`config.mk`:
```
export PLATFORM = sky130hd
export DESIGN_NAME = combo_lock_fsm
export DESIGN_NICKNAME = d
export VERILOG_FILES = /design/src/rtl/combo_lock_fsm.sv
export SDC_FILE = /design/constraint.sdc
export NUM_CORES = 1
export LEC_CHECK = 0
export BUFFER_PORTS_ARGS = -buffer_cell sky130_fd_sc_hd__clkbuf_2
export CAP_MARGIN = 20
export CORE_MARGIN = 5
export CORE_UTILIZATION = 60
export CTS_CLUSTER_DIAMETER = 50
export CTS_CLUSTER_SIZE = 30
export DETAILED_ROUTE_END_ITERATION = 6
export PLACE_DENSITY = 0.85
export SLEW_MARGIN = 10
export SYNTH_ARGS = -nofsm -noshare
export SYNTH_HDL_FRONTEND = slang
export SYNTH_SLANG_ARGS = --single-unit
```
`constraint.sdc`:
```
create_clock -name Clk -period 8.4 [get_ports Clk]
set_input_delay 0.84 -clock Clk [delete_from_list [all_inputs] [get_ports Clk]]
set_output_delay 0.84 -clock Clk [all_outputs]
set_load 0.01 [all_outputs]
```
`src/rtl/combo_lock_fsm.sv`:
```
// Keypad combination lock: debounced press edges feed an IDLE/ENTRY/OPEN/LOCK FSM.
// Outputs are decoded from registered state; one shared timer serves OPEN and LOCK.
module combo_lock_fsm #(
  parameter int          CODE_LEN    = 5,
  parameter logic [31:0] CODE        = 32'h00052419,
  parameter int          MAX_FAIL    = 3,
  parameter int          LOCKOUT_CYC = 1000,
  parameter int          OPEN_CYC    = 500
) (
  input  logic       Clk,
  input  logic       Reset_n,
  input  logic [9:0] K,
  input  logic       Dr,
  output logic       Z,
  output logic       Lockout,
  output logic [1:0] State,
  output logic [2:0] Digit_cnt,
  output logic [3:0] Fail_cnt
);

  localparam int MAX_CYC = (LOCKOUT_CYC > OPEN_CYC) ? LOCKOUT_CYC : OPEN_CYC;
  localparam int TW      = $clog2(MAX_CYC + 1);

  typedef enum logic [1:0] {
    IDLE  = 2'd0,
    ENTRY = 2'd1,
    OPEN  = 2'd2,
    LOCK  = 2'd3
  } state_t;

  state_t        state, state_n;
  logic [TW-1:0] timer, timer_n;
  logic [2:0]    digit_cnt, digit_n;
  logic [3:0]    fail_cnt, fail_n, fail_inc;
  logic          err, err_n, err_acc;
  logic [9:0]    k_q, k_prev;
  logic [1:0]    warm;

  logic          press, onehot, mismatch, last;
  logic [3:0]    digit, exp_digit;
  logic [2:0]    pos;
  logic [31:0]   code_sh;

  // warm blocks a press until k_prev holds a real sample, so a key held through reset is ignored
  assign press  = warm[1] && (|k_q) && !(|k_prev);
  assign onehot = $onehot(k_q);

  always_comb begin
    digit = 4'd0;
    for (int i = 0; i < 10; i++) begin
      if (k_q[i]) digit = 4'(i);
    end
  end

  assign pos       = (state == IDLE) ? 3'd0 : digit_cnt;
  assign code_sh   = CODE >> (4 * (CODE_LEN - 1 - int'(pos)));
  assign exp_digit = code_sh[3:0];
  assign mismatch  = !onehot || (digit != exp_digit);
  assign err_acc   = ((state == IDLE) ? 1'b0 : err) | mismatch;
  assign last      = ({1'b0, pos} + 4'd1) == 4'(CODE_LEN);
  assign fail_inc  = (fail_cnt < 4'(MAX_FAIL)) ? fail_cnt + 4'd1 : fail_cnt;

  always_comb begin
    state_n = state;
    digit_n = digit_cnt;
    fail_n  = fail_cnt;
    err_n   = err;
    case (state)
      IDLE, ENTRY: begin
        if (press) begin
          err_n = err_acc;
          if (last) begin
            digit_n = 3'd0;
            if (!err_acc) begin
              state_n = OPEN;
              fail_n  = 4'd0;
            end else begin
              fail_n  = fail_inc;
              state_n = (fail_inc == 4'(MAX_FAIL)) ? LOCK : IDLE;
            end
          end else begin
            digit_n = pos + 3'd1;
            state_n = ENTRY;
          end
        end
      end
      OPEN: begin
        if (Dr || timer == TW'(OPEN_CYC - 1)) state_n = IDLE;
      end
      LOCK: begin
        if (timer == TW'(LOCKOUT_CYC - 1)) begin
          state_n = IDLE;
          fail_n  = 4'd0;
        end
      end
      default: state_n = IDLE;
    endcase
  end

  always_comb begin
    timer_n = '0;
    if (state_n == state && (state == OPEN || state == LOCK)) timer_n = timer + 1'b1;
  end

  always_ff @(posedge Clk or negedge Reset_n) begin
    if (!Reset_n) begin
      state     <= IDLE;
      timer     <= '0;
      digit_cnt <= 3'd0;
      fail_cnt  <= 4'd0;
      err       <= 1'b0;
      k_q       <= 10'd0;
      k_prev    <= 10'd0;
      warm      <= 2'b00;
    end else begin
      state     <= state_n;
      timer     <= timer_n;
      digit_cnt <= digit_n;
      fail_cnt  <= fail_n;
      err       <= err_n;
      k_q       <= K;
      k_prev    <= k_q;
      warm      <= {warm[0], 1'b1};
    end
  end

  assign Z         = (state == OPEN);
  assign Lockout   = (state == LOCK);
  assign State     = state;
  assign Digit_cnt = digit_cnt;
  assign Fail_cnt  = fail_cnt;

endmodule

```
Word level (Yosys, flattened, before mapping)
Index checks and enable logic that the tools add are counted.

storage, ports and cells
  word-level logic and storage cells = 79
  output and inout bits = 11
  flip-flop bits (word level) = 42

operators by class
  add/subtract/negate cells = 14
  equal/unequal tests = 13
  bitwise gates (word level) = 1
  $lt $le $gt $ge = 1
  reduce and logical (&&, ||, !) cells = 15
  shift operators = 1
  multiplexer cells = 26

operators by type and width
  operator                                                                number
  4-bit 2-to-1 mux                                                        12
  19-bit by 32-bit right shift with 4-bit output, first input constant    1
  10-bit OR reduction                                                     2
  2-bit 2-to-1 mux                                                        7
  1-bit by 1-bit adder with 2-bit output                                  5
  10-bit by 1-bit adder with 10-bit output, second input constant         1
  10-bit equality test, second input constant                             1
  10-bit by 9-bit equality test with 1-bit output, second input constant  1
  10-bit 2-to-1 mux                                                       1
  4-bit one-hot mux with 2 select lines                                   1
  2-bit by 2-bit adder with 3-bit output                                  2
  3-bit 2-to-1 mux                                                        2
  2-bit one-hot mux with 3 select lines                                   1
  3-bit by 1-bit adder with 4-bit output, second input constant           1
  3-bit by 3-bit adder with 4-bit output                                  1
  4-bit by 1-bit adder with 4-bit output, second input constant           1
  4-bit by 2-bit adder with 4-bit output                                  1
  2-bit equality test, second input constant                              2
  4-bit by 1-bit equality test with 1-bit output, second input constant   1
  4-bit by 2-bit equality test with 1-bit output, second input constant   1
  4-bit by 3-bit equality test with 1-bit output, second input constant   1
  4-bit by 2-bit < comparator with 1-bit output, second input constant    1
  2-bit != test, second input constant                                    2
  4-bit != test                                                           1
  15 further kinds                                                        21

Depth between registers and ports, before layout
  word-level depth = 19
  depth in mapped cells = 14
  depth with buffers taken out = 14

Worst setup path after synthesis
Ideal clock, no wire load.

  path kind = register to register
  from = register k_q[0]
  to = register fail_cnt[0], in the netlist Fail_cnt[0]
  required time = 8.275 ns
  setup time = 0.125 ns
  clock period less this slack = 3.839 ns
  stages on the path, launching flop included = 15
  path buffers = 0
  arrival = 3.714 ns
  setup slack = 4.561 ns
  cell sequence = dfrtp_1 fa_1 fa_1 inv_1 fa_1 inv_1 ha_1 inv_1 fa_1 nand2_1 a221oi_1 o21ai_0 a2111oi_4 o21ai_1 mux2_2

between the ends
  cells in the longest elaborated chain, start to end = 12
  elaborated cells between the ends (all ways) = 17
  classes of those cells = add/sub: 4; eq/ne: 2; mux: 4; bitwise: 1; reduce/logical: 6

RTL lines
  item                                                          RTL line  text
  from (decl)                                                   36        logic [9:0] k_q, k_prev;
  from (signal assigned)                                        112       k_q <= 10'd0;
  from (signal assigned)                                        121       k_q <= K;
  1-bit by 1-bit adder with 2-bit output (implied by the code)  46        assign onehot = $onehot(k_q);
  2-bit by 2-bit adder with 3-bit output (implied by the code)  46
  3-bit by 3-bit adder with 4-bit output (implied by the code)  46
  4-bit by 2-bit adder with 4-bit output (implied by the code)  46
  4-bit by 1-bit equality test with 1-bit output                46
  1-bit logical NOT                                             58        assign mismatch = !onehot || (digit != exp_digit);
  1-bit logical OR                                              58
  1-bit OR                                                      59        assign err_acc = ((state == IDLE) ? 1'b0 : err) | mismatch;
  4-bit 2-to-1 mux                                              74        if (!err_acc) begin
  4-bit 2-to-1 mux                                              72        if (last) begin
  4-bit 2-to-1 mux                                              70        if (press) begin
  4-bit one-hot mux with 2 select lines                         68        case (state)
  to (signal assigned)                                          119       fail_cnt <= fail_n;
  to (decl)                                                     34        logic [3:0] fail_cnt, fail_n, fail_inc;

Several ways; a longest one is shown, not always the timed one. The select of a mux whose other input is x is not followed.
A chain may end at the register's enable or synchronous reset.

Worst setup path after layout
Ends and elaborated chain as after synthesis.

==> results.sh <==
export IMPL_yosysTopAreaCell="dfrtp_1"
export IMPL_die_area_mm2=0.004784
export IMPL_netlist_top_cells_area="dfrtp_1, fa_1, nor2_1, ha_1, inv_1"
export IMPL_drt_initial_drc_count=90
export IMPL_rsz0062_at_grt="no"
export IMPL_synthCells=204
export IMPL_via_per_inst=5.534
export IMPL_ys_ff_latch=42
export IMPL_finalPower_mw=0.3647
export IMPL_avgSynthCellArea_um2=10.30
export IMPL_critPathKind="flip-flop to flip-flop"
export IMPL_yosys_area_share_xor_xnor_pct=5.003
export IMPL_antenna_found_initial=0
export IMPL_yosysTopAreaCellShare_pct=50.03
export IMPL_synth_compound_area_share_pct=11.32
export IMPL_root_buffer="clkbuf_4"
export IMPL_synth_simple_area_share_pct=17.51
export IMPL_num_vias=1533
export IMPL_clk_latency_ns=0.35
export IMPL_final_antenna_net_count=0
export IMPL_cts_buffer_depth=2
export IMPL_core_mm2=0.003363
export IMPL_fin_cells=277
export IMPL_cp_max_fo=6
export IMPL_max_slew_margin_pct=59.36
export IMPL_setup_violations=0
export IMPL_p_clk_share_pct=28.7
export IMPL_grt_pass1_wl_um=6872
export IMPL_yosysWarnings=0
export IMPL_setup_tns_ns=0
export IMPL_overflow=0
export IMPL_hold_viol=0
export IMPL_internal_power_mw=0.2689
export IMPL_dr_pass1_iters=4
export IMPL_wl_per_cell_um=13.60
export IMPL_p_per_area_mw_per_mm2=156.1
export IMPL_critPathRequiredTime_ns=8.65
export IMPL_swShare_pct=26.28
export IMPL_final_cell_mix="dfrtp_1, nor2_1, clkbuf_2"
export IMPL_cts_tree="done"
export IMPL_synthesis_nets=230
export IMPL_cp_arrival_ns=4.29
export IMPL_tightest_slew_ns=0.6041
export IMPL_cts_resized=0
export IMPL_cts_buffers=5
export IMPL_endpoint_kind="flip-flop"
export IMPL_finalClockSkew_ns=0.002329
export IMPL_final_common_cell="dfrtp_1"
export IMPL_startpoint="k_q[0]"
export IMPL_wl_um=3768
export IMPL_area_delta_synth_final_pct=11.20
export IMPL_remaining_drc_errors=0
export IMPL_async_flop_share_pct=100.0
export IMPL_min_path_type="flip-flop to flip-flop"
export IMPL_peakVddDrop_mv=0.1194
export IMPL_worstSetupStartpointType="flip-flop"
export IMPL_hold_start="warm[0]"
export IMPL_cap_violations=0
export IMPL_pwr_share_seq_pct=58.3
export IMPL_synth_mux_area_share_pct=0.5360
export IMPL_p_leak_nw=1.097
export IMPL_initial_core_util_pct=62.46
export IMPL_gp_congestion=0.8039
export IMPL_worst_slack_ns=4.356
export IMPL_synth_ff_type="dfrtp_1"
export IMPL_final_nets=256
export IMPL_reg2reg_from="k_q[0]"
export IMPL_die_x_um=69.17
export IMPL_period_share_pct=48.14
export IMPL_switchingPower_mw=0.09584
export IMPL_cts_setup_buffers=0
export IMPL_synth_top_family_by_area="simple AND/OR/NAND/NOR gates"
export IMPL_fp_dieH_um=69.17
export IMPL_yosysUniqueCellTypes=42
export IMPL_synthAdderAreaFrac_pct=9.887
export IMPL_slew_viol_final=0
export IMPL_row_count=21
export IMPL_finalCriticalPeriod_ns=4.044
export IMPL_pin_count=24
export IMPL_grt_total_usage_pct=17.73
export IMPL_synth_area_mm2=0.002101
export IMPL_clkTransAtPathRegs_ns=0.12
export IMPL_dp_hpwl_um=2842
export IMPL_drive_gt1_share_pct=16.02
export IMPL_pwr_share_comb_pct=13.0
export IMPL_cts_hold_fix_buffers=0
export IMPL_yosysSeqAreaShare_pct=50.03
export IMPL_dpl_cell_count=267
export IMPL_synth_edf_count=0
export IMPL_clock_fmax_mhz=247.3
export IMPL_grt_max_degree=43
export IMPL_pre_cts_slack_ns=4.335
export IMPL_first_global_vias=1523
export IMPL_cts_sinks=42
export IMPL_numPortBuffers=23
export IMPL_htreeDepth=2
export IMPL_outcome="completed"
export IMPL_n_antenna_cell=0
-- Yosys cell counts (all sizes together), types with 3 or more instances --
master / instances
a211oi: 4
nor3: 7
o21ai: 9
xor2: 6
dfrtp: 42
a21oi: 5
a22o: 3
or4: 3
nor2: 29
ha: 7
nand2: 9
nor4: 4
xnor2: 6
buf: 4
or2: 3
nand3: 6
fa: 6
nand4: 3
inv: 22
-- worst max-delay path: stages, from the launching register on --
cell	delay (ns)
dfrtp_1	0.43
fa_1	0.51
fa_1	0.52
inv_1	0.05
fa_1	0.43
inv_1	0.07
ha_1	0.15
inv_1	0.05
fa_1	0.48
nand2_1	0.05
a221oi_1	0.19
o21ai_0	0.18
a2111oi_4	0.41
o21ai_1	0.15
mux2_2	0.27
-- power by group through the flow --
stage | sequential (mW) | clock [mW] | combinational [mW]
floorplan | 0.215 | 0 | 0.0310
global placement | 0.216 | 0 | 0.0425
detailed placement | 0.217 | 0 | 0.0464
CTS | 0.213 | 0.109 | 0.0463
global route | 0.214 | 0.118 | 0.0557
finish | 0.213 | 0.105 | 0.0474
-- layout make-up --
type	instances	area (µm²)
Sequential cell	42	1051
Fill cell	281	1027
Multi-Input combinational cell	134	933.4
Timing Repair Buffer	25	147.6
Inverter	22	82.58
Tap cell	46	57.56
Clock buffer	6	51.30
Clock inverter	2	12.51
-- layer usage --
metal / share of wire [%] / track usage, % / up-vias
li1: - / - / 744
met1: 44 / 22.85 / 728
met2: 48 / 28.50 / 52
met3: 6.5 / 5.507 / 9
met4: 1.5 / 5.857 / 0
met5: 0 / 0 / -
-- flip-flops by register name, indices dropped and copies added, names as in the netlist --
register / cells
Digit_cnt: 3
Fail_cnt: 4
State: 2
err: 1
k_prev: 10
k_q: 10
timer: 10
warm: 2
-- final timing paths --
path | cells after the start | endpoint | slack (ns)
worst max-delay path | 14 | Fail_cnt[0] | 4.36
worst min-delay path | 0 | warm[1] | 0.38
worst max register to register | 14 | Fail_cnt[0] | 4.36
worst min register to register | 0 | warm[1] | 0.38
max in group asynchronous | 2 | timer[4] | 7.49
min in group asynchronous | 1 | timer[8] | 0.43
-- metrics by stage --
stage               hold slack, ns  utilization [%]  cell area, µm²
floorplan                   0.3312                -            2101
global placement            0.3410            66.59            2240
detailed placement          0.3518            66.59            2240
CTS                         0.3804            68.49            2303
global route                0.3943            69.46            2336
finish                      0.3785            69.46            2336
-- kinds of logic (layout without fill, tap and decap cells) --
logic type / count (synthesis) / in the layout
AOI/OAI and AO/OA: 33 / 33
xor gates and xnor gates: 12 / 12
adders and majority gates: 13 / 13
buffers and inverters: 28 / 55
DFF: 42 / 42
muxes: 1 / 1
other: 1 / 1
and+or+nand+nor: 74 / 74
Note: power is estimated with default switching activity, not from simulation.
